File: config.mk
export PLATFORM = sky130hd
export DESIGN_NAME = fp16_adder
export DESIGN_NICKNAME = d
export VERILOG_FILES = /design/src/rtl/fp16_adder_pkg.sv /design/src/rtl/fp16_lzc.sv /design/src/rtl/fp16_adder.sv
export SDC_FILE = /design/constraint.sdc
export NUM_CORES = 1
export LEC_CHECK = 0
export CAP_MARGIN = 20
export CORE_UTILIZATION = 54
export DETAILED_ROUTE_END_ITERATION = 10
export PLACE_DENSITY_LB_ADDON = 0.1
export REMOVE_ABC_BUFFERS = 1
export SYNTH_ARGS = -nofsm -noshare
export SYNTH_HDL_FRONTEND = slang
export SYNTH_HIERARCHICAL = 1
export SYNTH_SLANG_ARGS = --single-unit
export TNS_END_PERCENT = 1
File: constraint.sdc
create_clock -name clk -period 4.4 [get_ports clk]
set_clock_uncertainty 0.2 [all_clocks]
set_input_delay 0.44 -clock clk [delete_from_list [all_inputs] [get_ports clk]]
set_output_delay 0.44 -clock clk [all_outputs]
set_load 0.02 [all_outputs]
File: src/rtl/fp16_adder_pkg.sv
// fp16_adder_pkg: shared constants, operand/pipeline payload types and the
// FP16 unpack helper for the fp16_adder pipeline.
// Optional macro FP16_ADD_IEEE_SPECIALS_EN adds NaN/signed-Inf payload fields.
package fp16_adder_pkg;

  localparam int unsigned EXP_W    = 5;
  localparam int unsigned FRAC_W   = 10;
  localparam int unsigned MANT_W   = FRAC_W + 1;
  // {mant[10:0], guard, round, sticky}
  localparam int unsigned FIELD_W  = 14;
  localparam int unsigned EXP_BIAS = 15;
  localparam int unsigned EXP_MAX  = 31;
  localparam int unsigned LATENCY  = 3;

  localparam logic [15:0] INF_CODE  = 16'hFFFF;
  localparam logic [15:0] ZERO_CODE = 16'h0000;
`ifdef FP16_ADD_IEEE_SPECIALS_EN
  localparam logic [15:0] NAN_CODE  = 16'h7E00;
`endif

  typedef struct packed {
    logic              sign;
    logic [EXP_W-1:0]  exp;
    logic [MANT_W-1:0] mant;
    logic              is_zero;
    logic              is_inf;
  } operand_t;

  // Stage 1 -> stage 2: larger operand A plus aligned B field.
  typedef struct packed {
    logic               sign;
    logic               eff_sub;
    logic [EXP_W-1:0]   exp;
    logic [MANT_W-1:0]  mant_a;
    logic [FIELD_W-1:0] field_b;
    logic               is_zero;
    logic               is_inf;
`ifdef FP16_ADD_IEEE_SPECIALS_EN
    logic               is_nan;
    logic               inf_sign;
`endif
  } s1_t;

  // Stage 2 -> stage 3: normalised field, leading one at bit FIELD_W-1.
  typedef struct packed {
    logic               sign;
    logic [EXP_W:0]     exp;
    logic [FIELD_W-1:0] norm;
    logic               is_zero;
    logic               is_inf;
`ifdef FP16_ADD_IEEE_SPECIALS_EN
    logic               is_nan;
    logic               inf_sign;
`endif
  } s2_t;

  // Subnormals (exp==0) flush to zero; exp==31 marks Inf (or NaN).
  function automatic operand_t unpack(input logic [15:0] x);
    operand_t o;
    o.sign    = x[15];
    o.exp     = x[14:10];
    o.is_zero = (x[14:10] == '0);
    o.is_inf  = (x[14:10] == 5'(EXP_MAX));
    o.mant    = o.is_zero ? '0 : {1'b1, x[9:0]};
    return o;
  endfunction

endpackage

File: src/rtl/fp16_lzc.sv
// fp16_lzc: combinational leading-zero counter over the 14-bit normalise field.
// Ports: field (in, 14 bits), count (out, 4 bits; 14 when field is all zero).
// Optional macro FP16_ADD_IEEE_SPECIALS_EN: no effect here.
module fp16_lzc
  import fp16_adder_pkg::*;
(
  input  logic [FIELD_W-1:0] field,
  output logic [3:0]         count
);

  // Scan upward; the highest set bit writes last and wins.
  always_comb begin
    count = 4'(FIELD_W);
    for (int unsigned i = 0; i < FIELD_W; i++) begin
      if (field[i]) count = 4'(FIELD_W - 1 - i);
    end
  end

endmodule

File: src/rtl/fp16_adder.sv
// fp16_adder: 3-stage pipelined FP16 adder (unpack/align, add/normalise,
// round/pack). Subnormals flush to zero.
// Ports: clk, rst (async, active-low), input_valid, data1, data2 (FP16 in),
//        data_o (registered sum, holds between results), output_update (pulse).
// Optional macro FP16_ADD_IEEE_SPECIALS_EN: IEEE signed Inf and NaN results;
// otherwise any Inf/overflow gives 16'hFFFF.
module fp16_adder
  import fp16_adder_pkg::*;
(
  input  logic        clk,
  input  logic        rst,
  input  logic        input_valid,
  input  logic [15:0] data1,
  input  logic [15:0] data2,
  output logic [15:0] data_o,
  output logic        output_update
);

  logic [LATENCY-1:0] vld;
  s1_t p1, s1_d;
  s2_t p2, s2_d;
  logic [15:0] result;

  // Stage 1: unpack, order by magnitude, align B
  operand_t op1, op2, a, b;
  logic               swap;
  logic [EXP_W-1:0]   diff;
  logic [FIELD_W-1:0] full_b, shifted, lost_mask;

  always_comb begin
    op1       = unpack(data1);
    op2       = unpack(data2);
    swap      = data2[14:0] > data1[14:0];
    a         = swap ? op2 : op1;
    b         = swap ? op1 : op2;
    diff      = a.exp - b.exp;
    full_b    = {b.mant, 3'b000};
    shifted   = full_b >> diff;
    lost_mask = ~({FIELD_W{1'b1}} << diff);

    s1_d         = '0;
    s1_d.sign    = a.sign;
    s1_d.eff_sub = a.sign ^ b.sign;
    s1_d.exp     = a.exp;
    s1_d.mant_a  = a.mant;
    s1_d.is_zero = a.is_zero;
    s1_d.is_inf  = a.is_inf | b.is_inf;
    if (diff >= 5'(FIELD_W))
      s1_d.field_b = {{(FIELD_W-1){1'b0}}, |b.mant};
    else
      s1_d.field_b = {shifted[FIELD_W-1:1], shifted[0] | (|(full_b & lost_mask))};
`ifdef FP16_ADD_IEEE_SPECIALS_EN
    s1_d.is_nan   = (op1.is_inf & (|data1[9:0])) | (op2.is_inf & (|data2[9:0]))
                  | (op1.is_inf & op2.is_inf & (op1.sign ^ op2.sign));
    s1_d.inf_sign = op1.is_inf ? op1.sign : op2.sign;
`endif
  end

  // Stage 2: add/subtract, normalise
  logic [FIELD_W:0] ma, mb, sum;
  logic [3:0]       lz;

  fp16_lzc u_lzc (
    .field (sum[FIELD_W-1:0]),
    .count (lz)
  );

  always_comb begin
    ma  = {1'b0, p1.mant_a, 3'b000};
    mb  = {1'b0, p1.field_b};
    sum = p1.eff_sub ? (ma - mb) : (ma + mb);

    s2_d         = '0;
    s2_d.sign    = p1.sign;
    s2_d.is_inf  = p1.is_inf;
    s2_d.is_zero = p1.is_zero;
`ifdef FP16_ADD_IEEE_SPECIALS_EN
    s2_d.is_nan   = p1.is_nan;
    s2_d.inf_sign = p1.inf_sign;
`endif
    if (sum == '0) begin
      s2_d.is_zero = 1'b1;
    end else if (sum[FIELD_W]) begin
      // Carry out: shift right, folding the dropped bit into sticky.
      s2_d.norm = {sum[FIELD_W:2], sum[1] | sum[0]};
      s2_d.exp  = {1'b0, p1.exp} + 6'd1;
    end else begin
      s2_d.norm = sum[FIELD_W-1:0] << lz;
      s2_d.exp  = {1'b0, p1.exp} - {2'b00, lz};
      if ({1'b0, lz} >= p1.exp) s2_d.is_zero = 1'b1;
    end
  end

  // Stage 3: round to nearest even, pack
  logic [MANT_W-1:0] mant;
  logic              rnd;
  logic [MANT_W:0]   mr;
  logic [EXP_W:0]    exp_f;
  logic [FRAC_W-1:0] frac;

  always_comb begin
    mant  = p2.norm[FIELD_W-1:3];
    rnd   = p2.norm[2] & (p2.norm[1] | p2.norm[0] | mant[0]);
    mr    = {1'b0, mant} + {{MANT_W{1'b0}}, rnd};
    exp_f = p2.exp + {{EXP_W{1'b0}}, mr[MANT_W]};
    frac  = mr[MANT_W] ? mr[FRAC_W:1] : mr[FRAC_W-1:0];
`ifdef FP16_ADD_IEEE_SPECIALS_EN
    if (p2.is_nan)                   result = NAN_CODE;
    else if (p2.is_inf)              result = {p2.inf_sign, 15'h7C00};
    else if (p2.is_zero)             result = ZERO_CODE;
    else if (exp_f >= 6'(EXP_MAX))   result = {p2.sign, 15'h7C00};
    else                             result = {p2.sign, exp_f[EXP_W-1:0], frac};
`else
    if (p2.is_inf)                   result = INF_CODE;
    else if (p2.is_zero)             result = ZERO_CODE;
    else if (exp_f >= 6'(EXP_MAX))   result = INF_CODE;
    else                             result = {p2.sign, exp_f[EXP_W-1:0], frac};
`endif
  end

  always_ff @(posedge clk or negedge rst) begin
    if (!rst) begin
      vld    <= '0;
      p1     <= '0;
      p2     <= '0;
      data_o <= '0;
    end else begin
      vld <= {vld[LATENCY-2:0], input_valid};
      p1  <= s1_d;
      p2  <= s2_d;
      if (vld[LATENCY-2]) data_o <= result;
    end
  end

  assign output_update = vld[LATENCY-1];

endmodule

## Word level (Yosys, flattened, before mapping)

Index checks and enable logic that the tools add are counted.

- Shift-type cells: 3
- Muxes and demuxes: 29
- Equal/unequal tests: 2
- $lt $le $gt $ge: 4
- Add/subtract/negate cells: 7
- Bitwise logic cells: 9
- Reduce and logical (&&, ||, !) cells: 5

Operator list:

| cell | count |
|---|---|
| 16-bit two-way mux | 3 |
| 20-bit two-way mux | 2 |
| 19-bit two-way mux | 2 |
| 4-bit two-way mux | 8 |
| 11-bit two-way mux | 2 |
| 14-bit by 14-bit adder with 15-bit output | 1 |
| 15-bit greater-than comparator | 1 |
| 15-bit logical NOT | 1 |
| 15-bit two-way mux | 1 |
| 14-bit by 14-bit subtractor with 15-bit output | 1 |
| 14-bit bitwise AND | 1 |
| 14-bit two-way mux | 1 |
| 14-bit NOT | 1 |
| 14-bit OR reduction | 1 |
| 14-bit by 4-bit left shift with 14-bit output | 1 |
| 14-bit by 5-bit left shift with 14-bit output (first input constant) | 1 |
| 14-bit by 5-bit right shift with 14-bit output | 1 |
| 11-bit by 1-bit adder with 12-bit output | 1 |
| 3-bit two-way mux | 4 |
| 11-bit OR reduction | 1 |
| 5-bit == test (second input constant) | 2 |
| 5-bit logical NOT | 2 |
| 10-bit two-way mux | 1 |
| 5-bit by 1-bit adder with 6-bit output (second input constant) | 1 |
| other kinds (11) | 18 |

- Word-level logic and storage cells: 73
- Flip-flop bits (word level): 76
- Input bits: 35

## Longest topological paths before layout

- Word-level depth: 20
- Mapped depth: 23
- Gate-level depth less buffers: 22

## By module

Netlist, hierarchy kept.

By module, submodules not included:

| module | area an instance (sq um) | cells each | instances |
|---|---|---|---|
| fp16_adder | 6,477.5 | 799 | 1 |
| fp16_lzc | 146.4 | 25 | 1 |

## Worst setup path before layout

OpenSTA, ideal clock, no wires.

- Kind: reg-to-reg
- Start point: register p1 (netlist bit ma[5])
- End point: register p2[20] in the netlist's numbering
- Arrival: 4.284 ns
- Buffers on the path: 2
- Slack: -0.209 ns
- Library setup time: 0.125 ns
- Stages on the path, launching flop included: 20
- Cells stage by stage: dfrtp_1 ha_1 buf_2 or2_1 a21oi_1 a211oi_1 or4_1 a31oi_1 mux2i_1 xnor2_2 inv_1 a311oi_2 clkbuf_1 clkinv_1 fa_1 a21o_1 a21o_1 inv_1 o21ai_0 mux2_2

RTL lines:

| element | RTL line | text |
|---|---|---|
| from (decl) | fp16_adder.sv:20 | `s1_t p1, s1_d;` |
| from (signal assigned) | fp16_adder.sv:124 | `p1 <= '0;` |
| from (signal assigned) | fp16_adder.sv:129 | `p1 <= s1_d;` |
| to (signal assigned) | fp16_adder.sv:125 | `p2 <= '0;` |
| to (signal assigned) | fp16_adder.sv:130 | `p2 <= s2_d;` |
| to (decl) | fp16_adder.sv:21 | `s2_t p2, s2_d;` |

==> results <==
## synthesized netlist by cell type, types with 7 or more instances
| library cell | number |
|---|---|
| o211ai_1 | 8 |
| ha_1 | 48 |
| mux2_2 | 12 |
| nor2_1 | 88 |
| and3_1 | 8 |
| o32ai_1 | 9 |
| o22ai_1 | 7 |
| a21oi_1 | 73 |
| buf_2 | 7 |
| nand2b_1 | 7 |
| dfrtp_1 | 76 |
| nand2_1 | 86 |
| mux2i_1 | 18 |
| o21ai_0 | 48 |
| o31ai_1 | 8 |
| nor3_1 | 10 |
| o21bai_1 | 7 |
| xnor2_1 | 7 |
| a211oi_1 | 12 |
| a31oi_1 | 10 |
| inv_1 | 71 |
| clkbuf_1 | 31 |
| xor2_1 | 14 |
| a32o_1 | 7 |
| nand3_1 | 27 |
## worst max-delay path, cell delays in order (launching register included)
cell	delay, ps
dfrtp_1	400
ha_2	210
fa_2	350
nor2b_1	150
o21bai_1	190
a211o_1	220
a211oi_1	90
o31a_1	320
a311oi_2	210
xnor2_1	180
inv_1	130
a311oi_2	300
buf_4	280
nand2_1	120
o211a_1	180
a221oi_2	250
nor2_1	120
a2111oi_4	330
a211oi_1	100
## flip-flops by register name, indices dropped and copies added (netlist names)
name and cells:
mant 11, data_o 16, vld 3, p2 12
p1 9, mb 14, ma 11
## worst paths after layout
path	end	slack, ps	depth (start not counted)
setup / recovery	mant[9]$_DFF_PN0_	-50	18
hold / removal	p2[4]$_DFF_PN0_	20	1
setup reg to reg	mant[9]$_DFF_PN0_	-50	18
hold reg to reg	p2[22]$_DFF_PN0_	150	0
max in group asynchronous	mb[7]$_DFF_PN0_	3350	1
min in group clk	p2[22]$_DFF_PN0_	150	0
## area by class of cell
type                       count  share of cell area [%]
tap                          147                    2.15
sequential                    76                    22.3
inverter                      73                    3.21
clock inverter                 6                   0.821
timing repair buffer         181                    17.5
multi-input combinational    631                    51.3
clock buffer                  10                    2.68
## per-layer routing
| layer | vias up | routed length [um] |
|---|---|---|
| met5 | - | 0 |
| li1 | 3269 | - |
| met2 | 272 | 9960 |
| met4 | 0 | 498 |
| met3 | 48 | 1020 |
| met1 | 3254 | 8200 |
## power groups by stage
stage / clock, mW / sequential (mW) / combinational (mW)
finish: 0.751 / 1.07 / 2.84
global placement: 0 / 1.07 / 2.52
global route: 0.793 / 1.10 / 3.08
CTS: 0.764 / 1.07 / 2.70
detailed placement: 0 / 1.08 / 2.57
floorplan: 0 / 1.13 / 1.52
## kinds of logic after synthesis
logic type / Yosys count
AOI/OAI and AO/OA: 250
xor gates and xnor gates: 22
adders and majority gates: 50
buffers and inverters: 117
DFF: 76
muxes: 35
and+or+nand+nor: 274
## timing repair
item                       in CTS  in global routing
gates resized for setup        15                 16
pin swaps                       7                 11
setup endpoints to repair       8                 23
buffers inserted               15                  8
==> impl_results.md <==
- Setup crit end kind: flip-flop
- Net Switching: 2.01 mW
- CP Launch Point: mb[3]$_DFF_PN0_
- Area of the multi-input gates: 4380 sq um
- Internal power: 2.65 mW
- Final Max Slew Viols: 0
- CTS tree: yes
- P&R area growth vs syn: 28.9%
- Max H-tree Level: 3
- M3 GR Usage: 4.66%
- Pleak: 3.94 nW
- Post-Synthesis Cells: 824
- Post-synth cell types: 84
- Main area contributors after synthesis: dfrtp_1, ha_1, a21oi_1, nor2_1, nand2_1
- Combinational Power Share: 60.9%
- Worst endpoint data arrival time: 4460 ps
- Placed Cells: 1085
- Drt total wl: 19.7 mm
- Clock-pin slew on the worst setup and hold paths: 60 ps
- Simple-gate portion of the synthesized area: 19.8%
- Main combinational cell family by area after synthesis: compound AO/OA/AOI/OAI gates
- Worst r2r src: mb[3]$_DFF_PN0_
- Port buffer count: 51
- Vias per cell: 6.09
- FF/Latch Area: 1900 sq um
- Actual slew at the worst max-slew pin: 944 ps
- Clock buffer count from CTS: 9
- DIE HEIGHT: 113 um
- Met1 Resource Use GR: 39.4%
- Xor/xnor share of the synthesized area: 3.02%
- Final worst setup slack: -48.9 ps
- Post-Place Worst Slack: -153 ps
- Async set-or-reset flop fraction in the synthesized netlist: 100%
- Worst Path Required: 4410 ps
- Cell Area, Placed: 7940 sq um
- Complex-gate fraction of the synthesized area: 25.4%
- Post-route insts no fill: 1124
- Die ar.: 12700 sq um
- First-pass GRT wire length: 31.7 mm
- Flops & latches, synth: 76
- Most frequent cells in the layout: buf_4, nor2_1, nand2_1
- Worst skew pair latency: 340 ps
- Via Count: 6843
- Post-synth EDFFs: 0
- DRC viols: 0
- Die width: 113 um
- Top-Level Pins: 52
- Layout cells sized above 1: 21.4%
- WS Path Type: reg2reg
- Post-synth top flop: dfrtp_1
- Hold slack: 19.5 ps
- Post-route setup TNS: -116 ps
- Root Driver: clkbuf_16
- Clock sink count: 76
- Setup-failing EPs final: 4
- Largest net degree at the start of global routing: 77
- Aggregate global-route resource usage: 31.5%
- Drt first pass iters: 5
- Core area: 12000 sq um
- Yosys top cell area share: 28.7%
- Peak VDD IR: 0.304 mV
- Status: finished with violations
- Switching share of power: 43.1%
- Adder-cell share of the synthesized area: 9.67%
- Post-layout min period: 4450 ps
- Final Core Density: 71.4%
- Syn. warnings: 6
- Placer Congestion: 0.916
- PnR Total Power: 4.66 mW
- NumNets Final: 1057
- Post-synthesis sequential area ratio: 28.7%
- Post-detail-place hpwl: 14.8 mm
- Detail Route Antenna Nets: 0
- Clock share of power: 16.1%
- Mux cell area share after synthesis: 6.35%
- Final Cycle Share: 101%
- Fmax: 0.225 GHz
- Diode count: 0
- CP max FO: 16
- Netlist Area Pre-Place: 6620 sq um
- Vias in the first global route: 6616
- HP Class: in2async
- Dominant cell type by area after synthesis: dfrtp_1
- Reg power frac: 23.0%
- GR peak layer: met2
- Hold Vio Cnt, Final: 0
- Row Count: 40
- Unrepaired setup endpoints after global routing: yes
- Max cap viols: 0
- Rel. slew slack: 37.1%
- Fill count: 943
- 1st-iter DRT viols: 548
- Design Area, Final: 8540 sq um
- Routing usage on met2: 55.1%
- Gr ovfl total: 0
- Clk buf depth: 2
- Failing checks: setup timing
- Commonest non-fill, non-tap cell in the layout: buf_4
- Routed wire length per instance: 17.5 um
- Worst Setup Start Kind: flip-flop
- Starting Density: 55.4%
- Syn Area/Cell: 8.04 sq um
- Cell Pwr Density: 546 nW/um^2
- Post-CTS Hold Buffers: 0
- Initial antenna violation count: 0
Power figures use the tool's default switching activity.
